**config.mk**
```make
export PLATFORM = sky130hd
export DESIGN_NAME = serial_adder_ctrl
export DESIGN_NICKNAME = d
export VERILOG_FILES = /design/src/rtl/serial_adder_pkg.sv /design/src/rtl/serial_fa_bit.sv /design/src/rtl/serial_adder_ctrl.sv
export SDC_FILE = /design/constraint.sdc
export NUM_CORES = 1
export LEC_CHECK = 0
export CORE_MARGIN = 2
export CORE_UTILIZATION = 45
export CTS_CLUSTER_SIZE = 14
export DETAILED_ROUTE_END_ITERATION = 8
export PLACE_DENSITY = 0.77
export SLEW_MARGIN = 15
export SYNTH_ARGS = -nofsm -noshare
export SYNTH_HDL_FRONTEND = slang
export SYNTH_SLANG_ARGS = --single-unit
```
**constraint.sdc**
```tcl
create_clock -name clk -period 1.6 [get_ports clk]
set_input_delay 0.16 -clock clk [delete_from_list [all_inputs] [get_ports clk]]
set_output_delay 0.16 -clock clk [all_outputs]
set_load 0.02 [all_outputs]
```
**src/rtl/serial_adder_pkg.sv**
```systemverilog
// Shared types and constants for the bit-serial adder controller.
// The FSM encoding is visible to anything that imports the package.
package serial_adder_pkg;

  localparam int unsigned WidthDefault = 8;

  typedef enum logic [1:0] {
    StIdle = 2'd0,
    StRun  = 2'd1,
    StDone = 2'd2
  } state_e;

  // One spare bit so the counter can represent WIDTH without wrapping.
  function automatic int unsigned cnt_width(input int unsigned width);
    return $clog2(width) + 1;
  endfunction

endpackage

```
**src/rtl/serial_fa_bit.sv**
```systemverilog
// Single-bit full adder built from two half adders and an OR.
// Purely combinational; the controller holds all state.
module serial_fa_bit (
  input  logic a,
  input  logic b,
  input  logic cin,
  output logic sum,
  output logic cout
);

  logic ha0_sum;
  logic ha0_carry;
  logic ha1_carry;

  assign ha0_sum   = a ^ b;
  assign ha0_carry = a & b;

  assign sum       = ha0_sum ^ cin;
  assign ha1_carry = ha0_sum & cin;

  assign cout      = ha0_carry | ha1_carry;

endmodule

```
**src/rtl/serial_adder_ctrl.sv**
```systemverilog
// Bit-serial adder: accepts an operand pair, adds one bit per cycle LSB first,
// and presents sum/cout/ovf with a valid/ready handshake.
module serial_adder_ctrl
  import serial_adder_pkg::*;
#(
  parameter int unsigned WIDTH = WidthDefault
) (
  input  logic             clk,
  input  logic             rst_n,
  input  logic             in_valid,
  output logic             in_ready,
  input  logic [WIDTH-1:0] op_a,
  input  logic [WIDTH-1:0] op_b,
  input  logic             cin,
  input  logic             abort,
  output logic             out_valid,
  input  logic             out_ready,
  output logic [WIDTH-1:0] sum,
  output logic             cout,
  output logic             ovf,
  output logic             busy
);

  localparam int unsigned CntW = cnt_width(WIDTH);
  localparam logic [CntW-1:0] LastBit = CntW'(WIDTH - 1);

  state_e            state_q, state_d;
  logic [CntW-1:0]   cnt_q, cnt_d;
  logic              carry_q, carry_d;
  logic [WIDTH-1:0]  a_q, a_d;
  logic [WIDTH-1:0]  b_q, b_d;
  logic [WIDTH-1:0]  sum_q, sum_d;
  logic              cout_q, cout_d;
  logic              ovf_q, ovf_d;

  logic              fa_sum;
  logic              fa_cout;

  // Operands shift right each cycle, so bit 0 is always the pair in flight.
  serial_fa_bit u_fa (
    .a    (a_q[0]),
    .b    (b_q[0]),
    .cin  (carry_q),
    .sum  (fa_sum),
    .cout (fa_cout)
  );

  always_comb begin
    state_d = state_q;
    cnt_d   = cnt_q;
    carry_d = carry_q;
    a_d     = a_q;
    b_d     = b_q;
    sum_d   = sum_q;
    cout_d  = cout_q;
    ovf_d   = ovf_q;

    unique case (state_q)
      StIdle: begin
        if (in_valid) begin
          a_d     = op_a;
          b_d     = op_b;
          carry_d = cin;
          cnt_d   = '0;
          state_d = StRun;
        end
      end

      StRun: begin
        if (abort) begin
          // Abort wins over the final bit: no DONE entry, result cleared.
          sum_d   = '0;
          cout_d  = 1'b0;
          ovf_d   = 1'b0;
          state_d = StIdle;
        end else begin
          sum_d   = {fa_sum, sum_q[WIDTH-1:1]};
          a_d     = {1'b0, a_q[WIDTH-1:1]};
          b_d     = {1'b0, b_q[WIDTH-1:1]};
          carry_d = fa_cout;
          cnt_d   = cnt_q + 1'b1;
          if (cnt_q == LastBit) begin
            cout_d  = fa_cout;
            // carry_q is the carry into the MSB at this point.
            ovf_d   = carry_q ^ fa_cout;
            state_d = StDone;
          end
        end
      end

      StDone: begin
        if (out_ready) begin
          state_d = StIdle;
        end
      end

      default: begin
        state_d = StIdle;
      end
    endcase
  end

  always_ff @(posedge clk or negedge rst_n) begin
    if (!rst_n) begin
      state_q <= StIdle;
      cnt_q   <= '0;
      carry_q <= 1'b0;
      a_q     <= '0;
      b_q     <= '0;
      sum_q   <= '0;
      cout_q  <= 1'b0;
      ovf_q   <= 1'b0;
    end else begin
      state_q <= state_d;
      cnt_q   <= cnt_d;
      carry_q <= carry_d;
      a_q     <= a_d;
      b_q     <= b_d;
      sum_q   <= sum_d;
      cout_q  <= cout_d;
      ovf_q   <= ovf_d;
    end
  end

  assign in_ready  = (state_q == StIdle);
  assign busy      = (state_q == StRun);
  assign out_valid = (state_q == StDone);
  assign sum       = sum_q;
  assign cout      = cout_q;
  assign ovf       = ovf_q;

endmodule

```
# Word-level counts from Yosys, hierarchy flattened

Cells that the tools add are included.
W data, S select, Z words.

Register bits: 33
Bits in latches: 0
RAM bits: 0
ROM bits: 0
Output and inout bits: 13
Logic and storage cells: 50
Memories kept: 0

Add/subtract/negate cells: 1
Multiply operators: 0
Divide/modulo/power cells: 0
Magnitude comparators: 0
Equal/unequal tests: 7
Shift operators: 0
Multiplexer cells: 22
Bitwise logic cells: 6
Reductions and logical operators: 6

Operators by type and width:

| operator              | count |
|---|---|
| $mux W8               | 5 |
| $pmux W8 S2           | 2 |
| $mux W2               | 4 |
| $mux W4               | 2 |
| $pmux W4 S2           | 1 |
| $mux W1               | 6 |
| $pmux W2 S3           | 1 |
| $reduce_and A3 Y1     | 2 |
| $add A4 B1 Y4 const B | 1 |
| $eq A4 B3 Y1 const B  | 1 |
| $ne A2 B2 Y1 const B  | 2 |
| $reduce_bool A2 Y1    | 2 |
| $ne A3 B2 Y1 const B  | 1 |
| $xor A1 B1 Y1         | 3 |
| $and A1 B1 Y1         | 2 |
| $eq A2 B1 Y1 const B  | 1 |
| $eq A2 B2 Y1 const B  | 1 |
| $logic_not A2 Y1      | 1 |
| $ne A2 B1 Y1 const B  | 1 |
| $pmux W1 S2           | 1 |
| $reduce_and A2 Y1     | 1 |
| $or A1 B1 Y1          | 1 |

# Depth between registers and ports, before layout

Gate-level depths: netlist (run 1).

Depth after elaboration: 6
Mapped depth: 6

# Hierarchy

A second synthesis (run 1) with hierarchy kept.

Cells, all modules: 143
Area total of the unflattened synthesis: 1714.1 µm²

By module, submodules not included:

| module            | times used | cells an instance | area an instance (µm²) |
|---|---|---|---|
| serial_adder_ctrl | 1          | 142               | 1694.1 |
| serial_fa_bit     | 1          | 1                 | 20.0 |

# Worst setup path before layout (run 1)

No wires, ideal clock.

Kind: reg-to-reg
Start point: register carry_q
End point: register carry_q
Setup time: 0.125 ns
Arrival time: 1.384 ns
Path slack: 0.092 ns
Cell stages (with the launch flop): 4
Period minus slack after synthesis: 1.508 ns
Path through: dfrtp_1 -> fa_1 -> mux2_4 -> mux2_2

Longest elaborated chain between the ends: 4

Ends and longest elaborated chain:

| what                     | line                     | RTL |
|---|---|---|
| start: declaration       | serial_adder_ctrl.sv:29  | `logic carry_q, carry_d;` |
| start signal: assignment | serial_adder_ctrl.sv:116 | `carry_q <= carry_d;` |
| $and A1 B1 Y1            | serial_fa_bit.sv:19      | `assign ha1_carry = ha0_sum & cin;` |
| $or A1 B1 Y1             | serial_fa_bit.sv:21      | `assign cout = ha0_carry \| ha1_carry;` |
| $mux W1                  | serial_adder_ctrl.sv:70  | `if (abort) begin` |
| $pmux W1 S2              | serial_adder_ctrl.sv:58  | `unique case (state_q)` |

No other way between the ends. The select of a mux whose other input is x is not followed.
A chain may end at the register's enable or synchronous reset.

# Worst setup path after layout (run 1)

Same ends and word-level chain as after synthesis.

==> results.toml, run 1 <==
[power_and_ir_drop]
powerDensity_nw_per_um2 = 1270
ir_drop_mv = 0.645
power_leakage_nw = 0.975

[timing]
setup_viol = 0
drv_slew = 0
slew_headroom = 0.717
period_minus_slack_ps = 1520
hold_viol = 0
tns_ps = 0
rsz0062_at_grt = "false"
worst_slew_pin_slew_ps = 424
fmax_mhz = 658
finClkSkew_ps = 2.72
holdWs_ps = 296
period_share = 0.949

[floorplanning]
start_util = 0.467
die_area_sq_um = 4270
rows = 22
dieHeight_um = 65.4
core-area_sq_um = 3630
fp.dieW_um = 65.4
io_pins = 35

[finish]
layout-drive-gt1-share = 0.229
antennaDiodeCount = 0
final_nets = 212
syn2layout_area_growth_pct = 31.8
final_cell_mix = "dfrtp_1, clkdlybuf4s50_1, mux2_2"
fillerInstances = 302
stdcell_area_sq_um = 2230
final_common_cell = "dfrtp_1"

[global_routing]
grt_pass1_vias = 1244
grt.total_usage = 0.170
grt_overflow = 0
grt_pass1_wl_um = 5510
antenna_found_initial = 0
grt_max_degree = 34

[logic_synthesis]
synth_seq_area_share = 0.487
synth_warnings = 0
ys_types = 31
syn_area_sq_um = 1700
synth_fp_nets = 169
synthFlopType = "dfrtp_1"
synthCells = 145
async_flop_share = 1.00
ys_ff_latch = 33
synth-edff-count = 0
syn_area_per_cell_sq_um = 11.7

[place]
place_area_sq_um = 2150
hpwl_um = 2370
port_buffers = 34
gp_congestion = 0.702

[drt]
drc = 0
drt_iter0_drc = 81
wl_per_cell_um = 13.4
dr.pass1.iters = 4
antenna_left = 0
routed_wirelength_um = 3170
vias = 1209
via_per_inst = 5.12

[worst_setup_path]
crit_slowest_cell = "fa_1"
critPathRequiredTime_ps = 1760
arrival_ps = 1680
critPathLaunch = "carry_q$_DFFE_PN0P_"
r2r-start = "carry_q$_DFFE_PN0P_"
cp-end-kind = "register"
start_kind = "register"
crit_type = "reg2reg"
crit_fanout = 3
cpPeakStageDelay_ps = 450
crit_chain = "fa_1 -> mux2_4 -> mux2_2"

[cts]
clk_pin_slew_worst_paths_ps = 60
numCtsBuffers = 5
cts_tree = "built"
insertion_delay_ps = 270
cts_buffer_depth = 2
clock-sinks = 33
cts_root_buf = "clkbuf_8"
htreeDepth = 2

[outcome]
outcome = "completed"

[worst_hold_path]
hold_class = "in2async"

[job]
cap_violations = 0
==> metrics by stage <==
step,worst slack (ps),total power [mW],util,instances
after global placement,41.2,2.19,0.592,229
final,81.1,2.84,0.615,236
after floorplan,91.8,1.87,-,145
after CTS,32.7,2.87,0.614,236
after global routing,4.10,3.04,0.615,236
after detailed placement,13.2,2.26,0.592,229
==> sequential cells by signal, summed over array words and instances (netlist names) <==
signal and cells:
ovf 1, sum 8, cnt_q 4, state_q 2, b_q 8, cout 1
a_q 8, carry_q 1
==> worst paths after layout <==
check / slack [ps] / depth (start not counted) / end
max: 80 / 3 / carry_q$_DFFE_PN0P_
min: 300 / 2 / cnt_q[2]$_DFFE_PN0P_
max reg2reg: 80 / 3 / carry_q$_DFFE_PN0P_
min reg2reg: 490 / 2 / sum[0]$_DFFE_PN0N_
max in group asynchronous: 1000 / 2 / a_q[4]$_DFFE_PN0P_
min in group clk: 470 / 3 / state_q[1]$_DFFE_PN0P_
==> worst max-delay path: cells and delay by family, from the launching register on <==
family / cells / cell delay [ps]
flops: 1 / 420
fa+ha+maj: 1 / 450
mux: 2 / 540
==> cells in the mapped netlist (all sizes together), types with 2 or more instances <==
cell type | instances | area, sq um
nand2 | 13 | 48.8
a21o | 2 | 15.0
a21oi | 4 | 23.8
a22o | 3 | 26.3
o311ai | 2 | 17.5
nor2 | 2 | 7.51
o21ai | 11 | 55.1
nand3b | 2 | 15.0
clkbuf | 5 | 18.8
nor2b | 6 | 37.5
nand2b | 13 | 81.3
buf | 4 | 35.0
mux2 | 31 | 379
inv | 3 | 11.3
dfrtp | 33 | 826
==> where the power goes <==
| group | internal, mW | switching, mW |
|---|---|---|
| Clock | 0.341 | 0.269 |
| Sequential | 1.08 | 0.169 |
| Combinational | 0.592 | 0.388 |
==> timing repair <==
action	4_1_cts	5_1_grt
hold buffers	0	0
endpoints found under the setup margin	3	3
gates resized for setup	3	1
buffers inserted	0	0
==> cells by family after synthesis <==
kind of cell    share of synthesized area
xor+xnor                          0.00517
flops                               0.487
fa+ha+maj                          0.0192
mux                                 0.224
compound gates                     0.0996
buf+inv                            0.0384
simple gates                        0.127
==> metal layers <==
metal | vias up | global-route usage | share of wire
met3 | 5 | 0.0531 | 0.045
met5 | - | 0 | 0
met2 | 36 | 0.278 | 0.51
li1 | 587 | - | -
met1 | 581 | 0.204 | 0.42
met4 | 0 | 0.0807 | 0.018
==> area by class of cell <==
type	instances	area (sq um)	share of cell area
clock buffer	7	86.3	0.0386
inverter	3	11.3	0.00504
multi-input combinational	100	807	0.361
sequential	33	826	0.370
tap	48	60.1	0.0269
timing repair buffer	45	444	0.199
No activity file was read; power rests on OpenSTA's default activity.
==> inputs of run 2 (changes only) <==
==> constraint.sdc (replaced) <==
create_clock -name clk -period 1.2 [get_ports clk]
set_input_delay 0.12 -clock clk [delete_from_list [all_inputs] [get_ports clk]]
set_output_delay 0.12 -clock clk [all_outputs]
set_load 0.02 [all_outputs]
==> run 2 against run 1 <==
Against the previous run:
- the flow now finishes with violations (negative setup slack)
- global-route usage is 2.8 points higher
- register-to-register slack worse by 390 ps
- worst setup slack worse by 390 ps
- routed wire length is 29% higher
- hold slack worse by 92 ps
- design area is 19% higher
- combinational power is 85% higher
- critical path depth is 2 higher
- clock skew is 4.2 ps higher
- via count is 10% higher
- sequential share of layout area is 5.9 points lower
- maximum frequency is 0.84% higher
- critical endpoint is now a_q[5]$_DFFE_PN0P_
==> results.toml, run 2 (synthesis gave the netlist of run 1 again) <==
[timing]
finClkSkew_ps = 6.87
timing.final.ws_setup_ps = -306
period_minus_slack_ps = 1510
rsz0062_at_grt = "true"
holdWs_ps = 204
period_share = 1.26
setup_viol = 33
fmax_mhz = 664
slew_headroom = 0.849
tns_ps = -6170
drv_slew = 0
hold_viol = 0
worst_slew_pin_slew_ps = 223

[worst_setup_path]
cp-end-kind = "register"
cp_num_buf_inv = 2
cpPeakStageDelay_ps = 450
start_kind = "register"
r2r-start = "state_q[0]$_DFFE_PN0P_"
critPathLaunch = "state_q[0]$_DFFE_PN0P_"
critPathRequiredTime_ps = 1370
crit_type = "reg2reg"
r2r_setup_slack_ps = -310
arrival_ps = 1680
crit_fanout = 15
crit_chain = "buf_6 -> nand2b_4 -> a21oi_4 -> buf_12 -> mux2_2"
cp_top_family = "flip-flops"
worst_r2r_path_depth = 5
r2r_end = "a_q[5]$_DFFE_PN0P_"
crit_slowest_cell = "dfrtp_2"

[power_and_ir_drop]
powerDensity_nw_per_um2 = 1610
intPower_mw = 2.95
seq_power_share = 0.388
power_switching_mw = 1.34
combinationalPowerShare = 0.422
pwr-share-clk = 0.190
switching_share = 0.313
ir_drop_mv = 0.938
power_leakage_nw = 1.23

[drt]
via_per_inst = 5.19
drt_iter0_drc = 62
wl_per_cell_um = 16.0
dr.pass1.iters = 4
vias = 1335
antenna_left = 0
routed_wirelength_um = 4100
drc = 0

[floorplanning]
dieHeight_um = 65.4
io_pins = 35
rows = 22
start_util = 0.467
fp.dieW_um = 65.4
core-area_sq_um = 3630
die_area_sq_um = 4270

[finish]
antennaDiodeCount = 0
syn2layout_area_growth_pct = 57.3
final_cell_mix = "dfrtp_1, clkdlybuf4s50_1, buf_4"
final_common_cell = "dfrtp_1"
layout-drive-gt1-share = 0.440
final_util = 0.734
final_nets = 232

[cts]
cts_buffer_depth = 2
cts_tree = "built"
clock-sinks = 33
ctsHoldBuffers = 0
clk_pin_slew_worst_paths_ps = 70
htreeDepth = 2
numCtsBuffers = 5
cts_root_buf = "clkbuf_8"
insertion_delay_ps = 290

[global_routing]
grt_overflow = 0
grt_max_degree = 34
antenna_found_initial = 0
grt_pass1_wl_um = 6310
grt_pass1_vias = 1371
grt.total_usage = 0.198

[place]
gp_congestion = 0.721
port_buffers = 34
hpwl_um = 2440
dp_slack_ps = -387

[job]
cap_violations = 0

[worst_hold_path]
hold_class = "in2async"

[outcome]
outcome = "complete, but fails checks"
violations = "negative setup slack"
==> run 2: power by group through the flow <==
stage	sequential [mW]	clock (mW)	combinational [mW]
after detailed placement	1.68	0	1.41
after CTS	1.66	0.820	1.58
after global placement	1.65	0	1.35
after floorplan	1.70	0	0.850
final	1.67	0.817	1.81
after global routing	1.71	0.874	1.95
==> run 2: worst max path at each step <==
| stage | to | depth (start not counted) |
|---|---|---|
| 2_1_floorplan | carry_q$_DFFE_PN0P_ | 3 |
| 3_3_place_gp | busy | 3 |
| 3_5_place_dp | b_q[6]$_DFFE_PN0P_ | 5 |
| 4_1_cts | a_q[5]$_DFFE_PN0P_ | 5 |
| 5_1_grt | b_q[5]$_DFFE_PN0P_ | 5 |
| 6_report | a_q[5]$_DFFE_PN0P_ | 5 |
==> run 2: worst register-to-register path, stage by stage, from the launching register on <==
cell and delay, ps:
dfrtp_2 450, buf_6 140, nand2b_4 150, a21oi_4 140, buf_12 170, mux2_2 340
==> run 2: stage by stage <==
stage | power [mW] | cell area [sq um] | std cells
after floorplan | 2.55 | 1740 | 145
after global placement | 3.00 | 2210 | 233
after detailed placement | 3.08 | 2210 | 233
after CTS | 4.05 | 2450 | 250
after global routing | 4.54 | 2670 | 257
final | 4.29 | 2670 | 257
==> run 2: area by class of cell <==
class,count,area (sq um)
clock buffer,8,80.1
fill,250,967
inverter,3,11.3
multi-input combinational,100,981
sequential,33,827
tap,48,60.1
timing repair buffer,65,707
==> run 2: what timing repair did <==
item / 4_1_cts / 5_1_grt
cloned: 1 / 3
buffers inserted: 8 / 5
gates resized for setup: 50 / 39
pin swaps: 9 / 10
endpoints found under the setup margin: 45 / 35
==> run 2: layer usage <==
metal | routed length, um | global-route usage
met2 | 2100 | 0.346
met1 | 1760 | 0.226
met3 | 148 | 0.0445
met4 | 89 | 0.102
met5 | 0 | 0
